**config.mk**
```make
export PLATFORM = sky130hd
export DESIGN_NAME = pb_debouncer_multi
export DESIGN_NICKNAME = d
export VERILOG_FILES = /design/src/rtl/pb_pkg.sv /design/src/rtl/pb_debounce_ch.sv /design/src/rtl/pb_debouncer_multi.sv
export SDC_FILE = /design/constraint.sdc
export NUM_CORES = 1
export LEC_CHECK = 0
export ABC_AREA = 1
export CELL_PAD_IN_SITES_DETAIL_PLACEMENT = 2
export CELL_PAD_IN_SITES_GLOBAL_PLACEMENT = 2
export CORE_MARGIN = 2
export CORE_UTILIZATION = 31
export DETAILED_ROUTE_END_ITERATION = 6
export PLACE_DENSITY = 0.85
export SKIP_LAST_GASP = 1
export SLEW_MARGIN = 25
export SYNTH_ARGS = -nofsm -noshare
export SYNTH_HDL_FRONTEND = slang
export SYNTH_SLANG_ARGS = --single-unit
```
**constraint.sdc**
```tcl
create_clock -name clk -period 1.8 [get_ports clk]
set_clock_uncertainty 0.15 [all_clocks]
set_input_delay 0.36 -clock clk [delete_from_list [all_inputs] [get_ports clk]]
set_output_delay 0.36 -clock clk [all_outputs]
set_load 0.03 [all_outputs]
```
**src/rtl/pb_pkg.sv**
```systemverilog
// Shared types and helpers for the multi-channel push-button conditioner.
// Defines the per-channel FSM states, the per-channel event bundle and the timer-width rule.
package pb_pkg;

  typedef enum logic [2:0] {
    IDLE      = 3'd0,
    PRESS_CNT = 3'd1,
    PRESSED   = 3'd2,
    HOLD      = 3'd3,
    LONG      = 3'd4,
    REPEAT    = 3'd5,
    REL_CNT   = 3'd6,
    RELEASED  = 3'd7
  } pb_state_t;

  // Everything one channel reports to the top in a given cycle.
  typedef struct packed {
    logic status;
    logic press;
    logic rel;
    logic lng;
    logic rpt;
  } pb_evt_t;

  // The widest terminal count must fit, so the timer spans clog2 of the largest delay.
  function automatic int timer_w(input int delay, input int long_delay, input int repeat_period);
    int m;
    m = (delay > long_delay) ? delay : long_delay;
    m = (m > repeat_period) ? m : repeat_period;
    return (m < 2) ? 1 : $clog2(m);
  endfunction

endpackage

```
**src/rtl/pb_debounce_ch.sv**
```systemverilog
// One push-button channel: 2-FF synchroniser, shared state timer and debounce FSM.
// Both edges are debounced; long-press and auto-repeat events are derived from the hold time.
module pb_debounce_ch
  import pb_pkg::*;
#(
  parameter int DELAY         = 15,
  parameter int LONG_DELAY    = 1000,
  parameter int REPEAT_PERIOD = 200,
  parameter bit REPEAT_EN     = 1'b1,
  parameter bit ACTIVE_LOW    = 1'b0
) (
  input  logic    clk,
  input  logic    rst,
  input  logic    pb,
  output pb_evt_t evt
);

  localparam int            TW         = timer_w(DELAY, LONG_DELAY, REPEAT_PERIOD);
  localparam logic [TW-1:0] DELAY_LAST = TW'(DELAY - 1);
  localparam logic [TW-1:0] LONG_LAST  = TW'(LONG_DELAY - 1);
  localparam logic [TW-1:0] REP_LAST   = TW'(REPEAT_PERIOD - 1);
  localparam logic [TW-1:0] TIMER_MAX  = '1;

  logic [1:0]    sync_q;
  logic          s;
  pb_state_t     state_q, state_d;
  logic [TW-1:0] timer_q;
  logic          rpt_wrap;

  // NOTE: synchroniser flops get a reset value too, the idle raw level, so a button
  // that is merely idle never looks like a press right after reset.
  always_ff @(posedge clk or negedge rst) begin
    if (!rst) begin
      sync_q <= {2{ACTIVE_LOW}};
    end else begin
      sync_q <= {sync_q[0], pb};
    end
  end

  // Normalised so that 1 always means "pressed".
  assign s = sync_q[1] ^ ACTIVE_LOW;

  assign rpt_wrap = (state_q == REPEAT) && s && (timer_q == REP_LAST);

  // NOTE: non-blocking assignments here so every flop samples pre-edge values,
  // independent of statement order and of other always_ff blocks.
  always_ff @(posedge clk or negedge rst) begin
    if (!rst) begin
      state_q <= IDLE;
      timer_q <= '0;
    end else begin
      state_q <= state_d;
      if ((state_d != state_q) || rpt_wrap) begin
        timer_q <= '0;
      end else if (timer_q != TIMER_MAX) begin
        timer_q <= timer_q + TW'(1);
      end
    end
  end

  // NOTE: state_d is defaulted first so every path assigns it and no latch is inferred.
  always_comb begin
    state_d = state_q;
    case (state_q)
      IDLE:      if (s) state_d = PRESS_CNT;
      PRESS_CNT: begin
        if (!s)                         state_d = IDLE;
        else if (timer_q == DELAY_LAST) state_d = PRESSED;
      end
      PRESSED:   state_d = HOLD;
      HOLD: begin
        if (!s)                        state_d = REL_CNT;
        else if (timer_q == LONG_LAST) state_d = LONG;
      end
      LONG:      state_d = REPEAT;
      REPEAT:    if (!s) state_d = REL_CNT;
      // A bounce back to pressed is a release glitch: resume holding with a fresh count.
      REL_CNT: begin
        if (s)                          state_d = HOLD;
        else if (timer_q == DELAY_LAST) state_d = RELEASED;
      end
      RELEASED:  state_d = IDLE;
      default:   state_d = IDLE;
    endcase
  end

  always_comb begin
    evt        = '0;
    evt.status = (state_q == PRESSED) || (state_q == HOLD) || (state_q == LONG) ||
                 (state_q == REPEAT)  || (state_q == REL_CNT);
    evt.press  = (state_q == PRESSED);
    evt.rel    = (state_q == RELEASED);
    evt.lng    = (state_q == LONG);
    evt.rpt    = rpt_wrap && REPEAT_EN;
  end

  pulse_onehot_a : assert property (@(posedge clk) disable iff (!rst)
    $onehot0({evt.press, evt.rel, evt.lng, evt.rpt}));

endmodule

```
**src/rtl/pb_debouncer_multi.sv**
```systemverilog
// Multi-channel push-button conditioner: N_CH independent debounce channels plus an any-pressed flag.
// Channels share only clock and reset, so simultaneous events are reported in the same cycle.
module pb_debouncer_multi
  import pb_pkg::*;
#(
  parameter int N_CH          = 4,
  parameter int DELAY         = 15,
  parameter int LONG_DELAY    = 1000,
  parameter int REPEAT_PERIOD = 200,
  parameter int REPEAT_EN     = 1,
  parameter int ACTIVE_LOW    = 0
) (
  input  logic            clk,
  input  logic            rst,
  input  logic [N_CH-1:0] pb,
  output logic [N_CH-1:0] pressed_status,
  output logic [N_CH-1:0] pressed_pulse,
  output logic [N_CH-1:0] released_pulse,
  output logic [N_CH-1:0] long_pulse,
  output logic [N_CH-1:0] repeat_pulse,
  output logic            any_pressed
);

  if (N_CH < 1) begin : g_bad_n_ch
    $error("pb_debouncer_multi: N_CH must be >= 1");
  end
  if (DELAY < 2) begin : g_bad_delay
    $error("pb_debouncer_multi: DELAY must be >= 2");
  end
  if (LONG_DELAY <= DELAY) begin : g_bad_long
    $error("pb_debouncer_multi: LONG_DELAY must exceed DELAY");
  end
  if (REPEAT_PERIOD < 2) begin : g_bad_repeat
    $error("pb_debouncer_multi: REPEAT_PERIOD must be >= 2");
  end
  if ((REPEAT_EN != 0) && (REPEAT_EN != 1)) begin : g_bad_repeat_en
    $error("pb_debouncer_multi: REPEAT_EN must be 0 or 1");
  end
  if ((ACTIVE_LOW != 0) && (ACTIVE_LOW != 1)) begin : g_bad_active_low
    $error("pb_debouncer_multi: ACTIVE_LOW must be 0 or 1");
  end

  localparam bit REP_EN_B = (REPEAT_EN != 0);
  localparam bit ACT_LO_B = (ACTIVE_LOW != 0);

  for (genvar i = 0; i < N_CH; i++) begin : g_ch
    pb_evt_t evt;

    pb_debounce_ch #(
      .DELAY         (DELAY),
      .LONG_DELAY    (LONG_DELAY),
      .REPEAT_PERIOD (REPEAT_PERIOD),
      .REPEAT_EN     (REP_EN_B),
      .ACTIVE_LOW    (ACT_LO_B)
    ) u_ch (
      .clk (clk),
      .rst (rst),
      .pb  (pb[i]),
      .evt (evt)
    );

    assign pressed_status[i] = evt.status;
    assign pressed_pulse[i]  = evt.press;
    assign released_pulse[i] = evt.rel;
    assign long_pulse[i]     = evt.lng;
    assign repeat_pulse[i]   = evt.rpt;
  end

  assign any_pressed = |pressed_status;

endmodule

```
==> results of run 1 <==
## Yosys cell counts, drive strengths merged, types with 2 or more instances
library cell / number / area, um^2
a21boi: 3 / 22.5
nor4: 6 / 37.5
nand2: 107 / 414
or2: 2 / 12.5
nand3: 51 / 303
ha: 8 / 100
nor3: 18 / 121
nand4: 9 / 62.6
buf: 6 / 40.0
o22ai: 2 / 12.5
o211ai: 3 / 22.5
mux2i: 2 / 20.0
nand3b: 2 / 15.0
a21oi: 10 / 53.8
dfrtp: 60 / 1500
o311ai: 2 / 17.5
nor2: 90 / 370
o31ai: 2 / 15.0
xor2: 9 / 78.8
inv: 77 / 289
o21ai: 36 / 180
## cells by family after synthesis
family | Yosys count | synth area share, %
compound gates | 61 | 9.33
xor+xnor | 10 | 2.35
fa+ha+maj | 8 | 2.68
buf+inv | 83 | 8.83
flops | 60 | 40.3
mux | 2 | 0.537
simple gates | 286 | 36.0
## through the flow
step                cell area [um^2]  setup TNS (ns)  util [%]  hold slack (ns)
detailed placement              4410           -6.35      37.2            0.186
CTS                             6000           -9.50      50.6            0.209
floorplan                       3730               0         -          -0.0856
global placement                4410           -1.09      37.2            0.184
## repair_timing
action	in CTS
endpoints found under the hold margin	60
buffers inserted	75
gates cloned	4
endpoints found under the setup margin	60
hold buffers	1
gates resized for setup	192
pin swaps	59
==> impl_metrics.csv, run 1 <==
group,metric,value,unit
placed_design,dp_slack,-0.219,ns
floorplan,fp.dieW,114,um
synthesis,syn-mean-instance-area,7.31,um^2
synthesis,ys_types,37,
synthesis,syn_nets,524,
floorplan,fp.dieH,114,um
synthesis,synth-edff-count,0,
synthesis,synth_seq_cells,60,
synthesis,ys_dominant_reg_cell,"dfrtp_1",
clock_network,clockRootBuffer,"clkbuf_16",
clock_network,cts_made_buffers,9,
outcome,stop_stage,"5_1_grt",
outcome,status,"stopped before the end",
synthesis,synth_area,0.00373,mm^2
placed_design,io_buffers,26,
floorplan,rows,40,
sta,endpoint_type,"top-level output",
global_routing,grt_max_degree,61,
placed_design,dp.cells,719,
placed_design,gp_congestion,0.808,
sta,grt-worst-endpoint,"repeat_pulse[0]",
clock_network,clock-sinks,60,
synthesis,syn_inst,510,
placed_design,place_hpwl,9140,um
floorplan,ios,27,
clock_network,htreeDepth,3,
outcome,stop_error,"[ERROR DPL-0033] detailed placement checks failed during check placement.",
synthesis,ys_async_sr_fraction,100,%
clock_network,clk_path_buf_depth,2,
floorplan,initial_core_util,31.4,%
global_routing,antenna_found_initial,7,
synthesis,yosysSeqAreaShare,40.3,%
synthesis,ys_warn_count,0,
==> run 2, diff against run 1 <==
- CELL_PAD_IN_SITES_DETAIL_PLACEMENT: 2 -> not set
- CELL_PAD_IN_SITES_GLOBAL_PLACEMENT: 2 -> not set
- CORE_UTILIZATION: 31 -> 40
- PLACE_DENSITY: 0.85 -> not set
- PLACE_DENSITY_LB_ADDON: not set -> 0.15
- clock period: 1.8 -> 2.3 ns (I/O delays scaled with it)
==> run 2 against run 1 <==
The run now ends clean. Area after synthesis unchanged. Synthesized cell count unchanged.
==> impl_metrics.csv, run 2 <==
group,metric,value,unit
outcome,status,"completed",
cells_and_area,final_common_cell,"nand2_1",
floorplan,ios,27,
clock_network,clk_path_buf_depth,2,
synthesis,ys_async_sr_fraction,100,%
cells_and_area,n_antenna_cell,0,
worst_setup_path,cp_max_fo,3,
synthesis,synth_seq_cells,60,
cells_and_area,reg_top3,"g_ch.u_ch.timer_q (40), g_ch.u_ch.state_q (12), g_ch.u_ch.sync_q (8)",
synthesis,synth_top_area_share,40.3,%
synthesis,ys_top_cells_by_count,"nand2_1, nor2_1, inv_1",
sta,setup_viol_count_final,0,
sta,worstMarginPinSlew,0.541,ns
cells_and_area,areaGrowthSynthToFinish,19.8,%
clock_network,clk_latency,0.33,ns
placed_design,dp_slack,0.0481,ns
drt,vias,3385,
global_routing,grt_pass1_wl,14100,um
synthesis,synth_top_area_cell,"dfrtp_1",
cells_and_area,final_cell_mix,"nand2_1, inv_1, nor2_1",
worst_setup_path,max_stage_delay,0.38,ns
clock_network,clock-sinks,60,
sta,max_slew_margin,63.6,%
floorplan,fp.dieW,101,um
global_routing,grt.overflow.total,0,
drt,drc,0,
synthesis,yosysSeqAreaShare,40.3,%
global_routing,grtUsageTotal,17.2,%
floorplan,initial_core_util,40.7,%
synthesis,ys_dominant_reg_cell,"dfrtp_1",
sta,period_share,96.5,%
worst_setup_path,crit_path_cell_trace,"ha_1, nand2_1, nor2_2, and3_1, nand3_2, inv_1, buf_4",
worst_setup_path,crit_arrival,1.61,ns
sta,grt_setup_unrepaired,"true",
synthesis,syn-mean-instance-area,7.31,um^2
floorplan,die_area,0.0101,mm^2
cells_and_area,regMostFlops,"g_ch.u_ch.timer_q",
synthesis,syn_inst,510,
worst_setup_path,cp-startpoint,"g_ch[3].u_ch.timer_q[0]",
power_and_ir_drop,totalPowerFinal,4.56,mW
drt,dr.pass1.iters,4,
synthesis,yosysMostFrequentCell,"nand2_1",
worst_setup_path,startpoint_type,"register",
floorplan,core,0.00915,mm^2
power_and_ir_drop,ir_drop,0.000457,V
worst_setup_path,crit_required,1.69,ns
cells_and_area,nets,571,
drt,wl,7990,um
clock_network,cts_made_buffers,9,
placed_design,gp_congestion,0.870,
synthesis,ys_types,37,
drt,ant_nets,0,
synthesis,synthTopCellsByArea,"dfrtp_1, nand2_1, nor2_1",
sta,max_freq,451,MHz
cells_and_area,layoutNonFillerInstCount,672,
worst_setup_path,critPathKind,"reg2out",
global_routing,grt_max_degree,42,
global_routing,antenna_found_initial,0,
worst_hold_path,hp-class,"reg2reg",
drt,wire_per_inst,11.9,um
worst_setup_path,cp_num_buf_inv,2,
synthesis,syn_nets,524,
floorplan,rows,35,
global_routing,grt_pass1_vias,3153,
cells_and_area,drive_above_1_share,13.5,%
clock_network,tritoncts,"done",
worst_hold_path,hp-start,"g_ch[2].u_ch.sync_q[0]",
cells_and_area,largest_reg_flops,40,
worst_setup_path,r2r-start,"g_ch[2].u_ch.timer_q[0]",
sta,fin_setup_tns,0,ns
cells_and_area,fillers,909,
sta,period_needed,2.22,ns
clock_network,cts.clk_slew.worst_paths,0.07,ns
power_and_ir_drop,powerDensity,1020,mW/mm^2
worst_setup_path,crit_slowest_cell,"dfrtp_1",
drt,drt_iter0_markers,188,
placed_design,dp.cells,649,
placed_design,place_hpwl,5810,um
sta,hold_viol,0,
sta,slew_viol_final,0,
drt,post_drt_via_cell_ratio,5.04,
synthesis,ys_warn_count,0,
power_and_ir_drop,leakage,2.18,nW
clock_network,htreeDepth,3,
sta,hold-worst-slack,0.199,ns
floorplan,fp.dieH,101,um
worst_setup_path,cp-end-kind,"output pin",
run,maxCapViolCount,0,
synthesis,synth_area,0.00373,mm^2
clock_network,clockRootBuffer,"clkbuf_8",
synthesis,synth-edff-count,0,
placed_design,io_buffers,26,
worst_setup_path,critPathTopFamily,"simple AND/OR/NAND/NOR gates",
sta,layout_setup_ws,0.0808,ns
run 2: cell counts after synthesis:
Identical to the previous run, type by type.
run 2: worst reg2reg max path, cell delays in order (launching register included):
cell and delay (ns):
dfrtp_1 0.39, buf_4 0.14, inv_1 0.08, ha_1 0.15, nand2_1 0.05, nor3_1 0.17
nand2_1 0.13, nand2_1 0.09, nand2_1 0.05, nand2_1 0.10, nand2_1 0.07, nand3_1 0.11
nand3_4 0.14, nor2_1 0.13
run 2: through the flow:
step	cell area, um^2	util [%]
floorplan	3730	-
global placement	4150	45.3
detailed placement	4150	45.3
CTS	4360	47.6
global route	4470	48.8
finish	4470	48.8
run 2: logic make-up (layout without fill, tap and decap cells):
family                   after synthesis  in the layout  share of synthesized area [%]
adder cells (fa/ha/maj)                8              8                           2.68
AND/OR/NAND/NOR                      286            286                           36.0
buffers and inverters                 83            134                           8.83
XOR/XNOR                              10             10                           2.35
multiplexers                           2              2                          0.537
flip-flops                            60             60                           40.3
AO/OA/AOI/OAI                         61             61                           9.33
run 2: cell type report:
type / count / area (um^2) / share of cell area [%]
clock inverters: 1 / 30.0 / 0.672
well taps: 111 / 139 / 3.11
inverters: 77 / 289 / 6.47
flip-flops and latches: 60 / 1500 / 33.7
multi-input cells: 367 / 1960 / 44.0
clock buffers: 14 / 173 / 3.87
repair buffers: 42 / 368 / 8.24
run 2: path summary, 6_finish.rpt:
kind,to,slack [ns],depth (start not counted)
worst max-delay path,repeat_pulse[3],0.08,7
worst min-delay path,g_ch[2].u_ch.sync_q[1],0.20,0
worst max register to register,g_ch[2].u_ch.timer_q[1],0.29,13
worst min register to register,g_ch[2].u_ch.sync_q[1],0.20,0
max in group asynchronous,g_ch[1].u_ch.timer_q[3],0.91,3
min in group asynchronous,g_ch[2].u_ch.timer_q[8],0.48,2
run 2: report_power, final:
group	total, mW	leakage [nW]	internal, mW	switching [mW]
Sequential	1.48	0.789	1.27	0.210
Clock	0.982	0.103	0.585	0.397
Combinational	2.10	1.29	0.717	1.39
run 2: per-layer routing:
layer | GRT usage [%] | vias to the layer above | part of all wire (%)
met5 | 0 | - | 0
met4 | 5.48 | 0 | 1.2
met3 | 2.50 | 9 | 2.9
met2 | 27.8 | 54 | 47
met1 | 23.9 | 1577 | 49
li1 | - | 1745 | -
run 2: what timing repair did:
action / CTS / global route
hold buffers: 1 / 0
pin swaps: 0 / 3
endpoints found under the hold margin: 19 / 0
buffers inserted: 1 / 6
endpoints found under the setup margin: 18 / 8
gates resized for setup: 20 / 17
(Power assumes the default switching activity.)
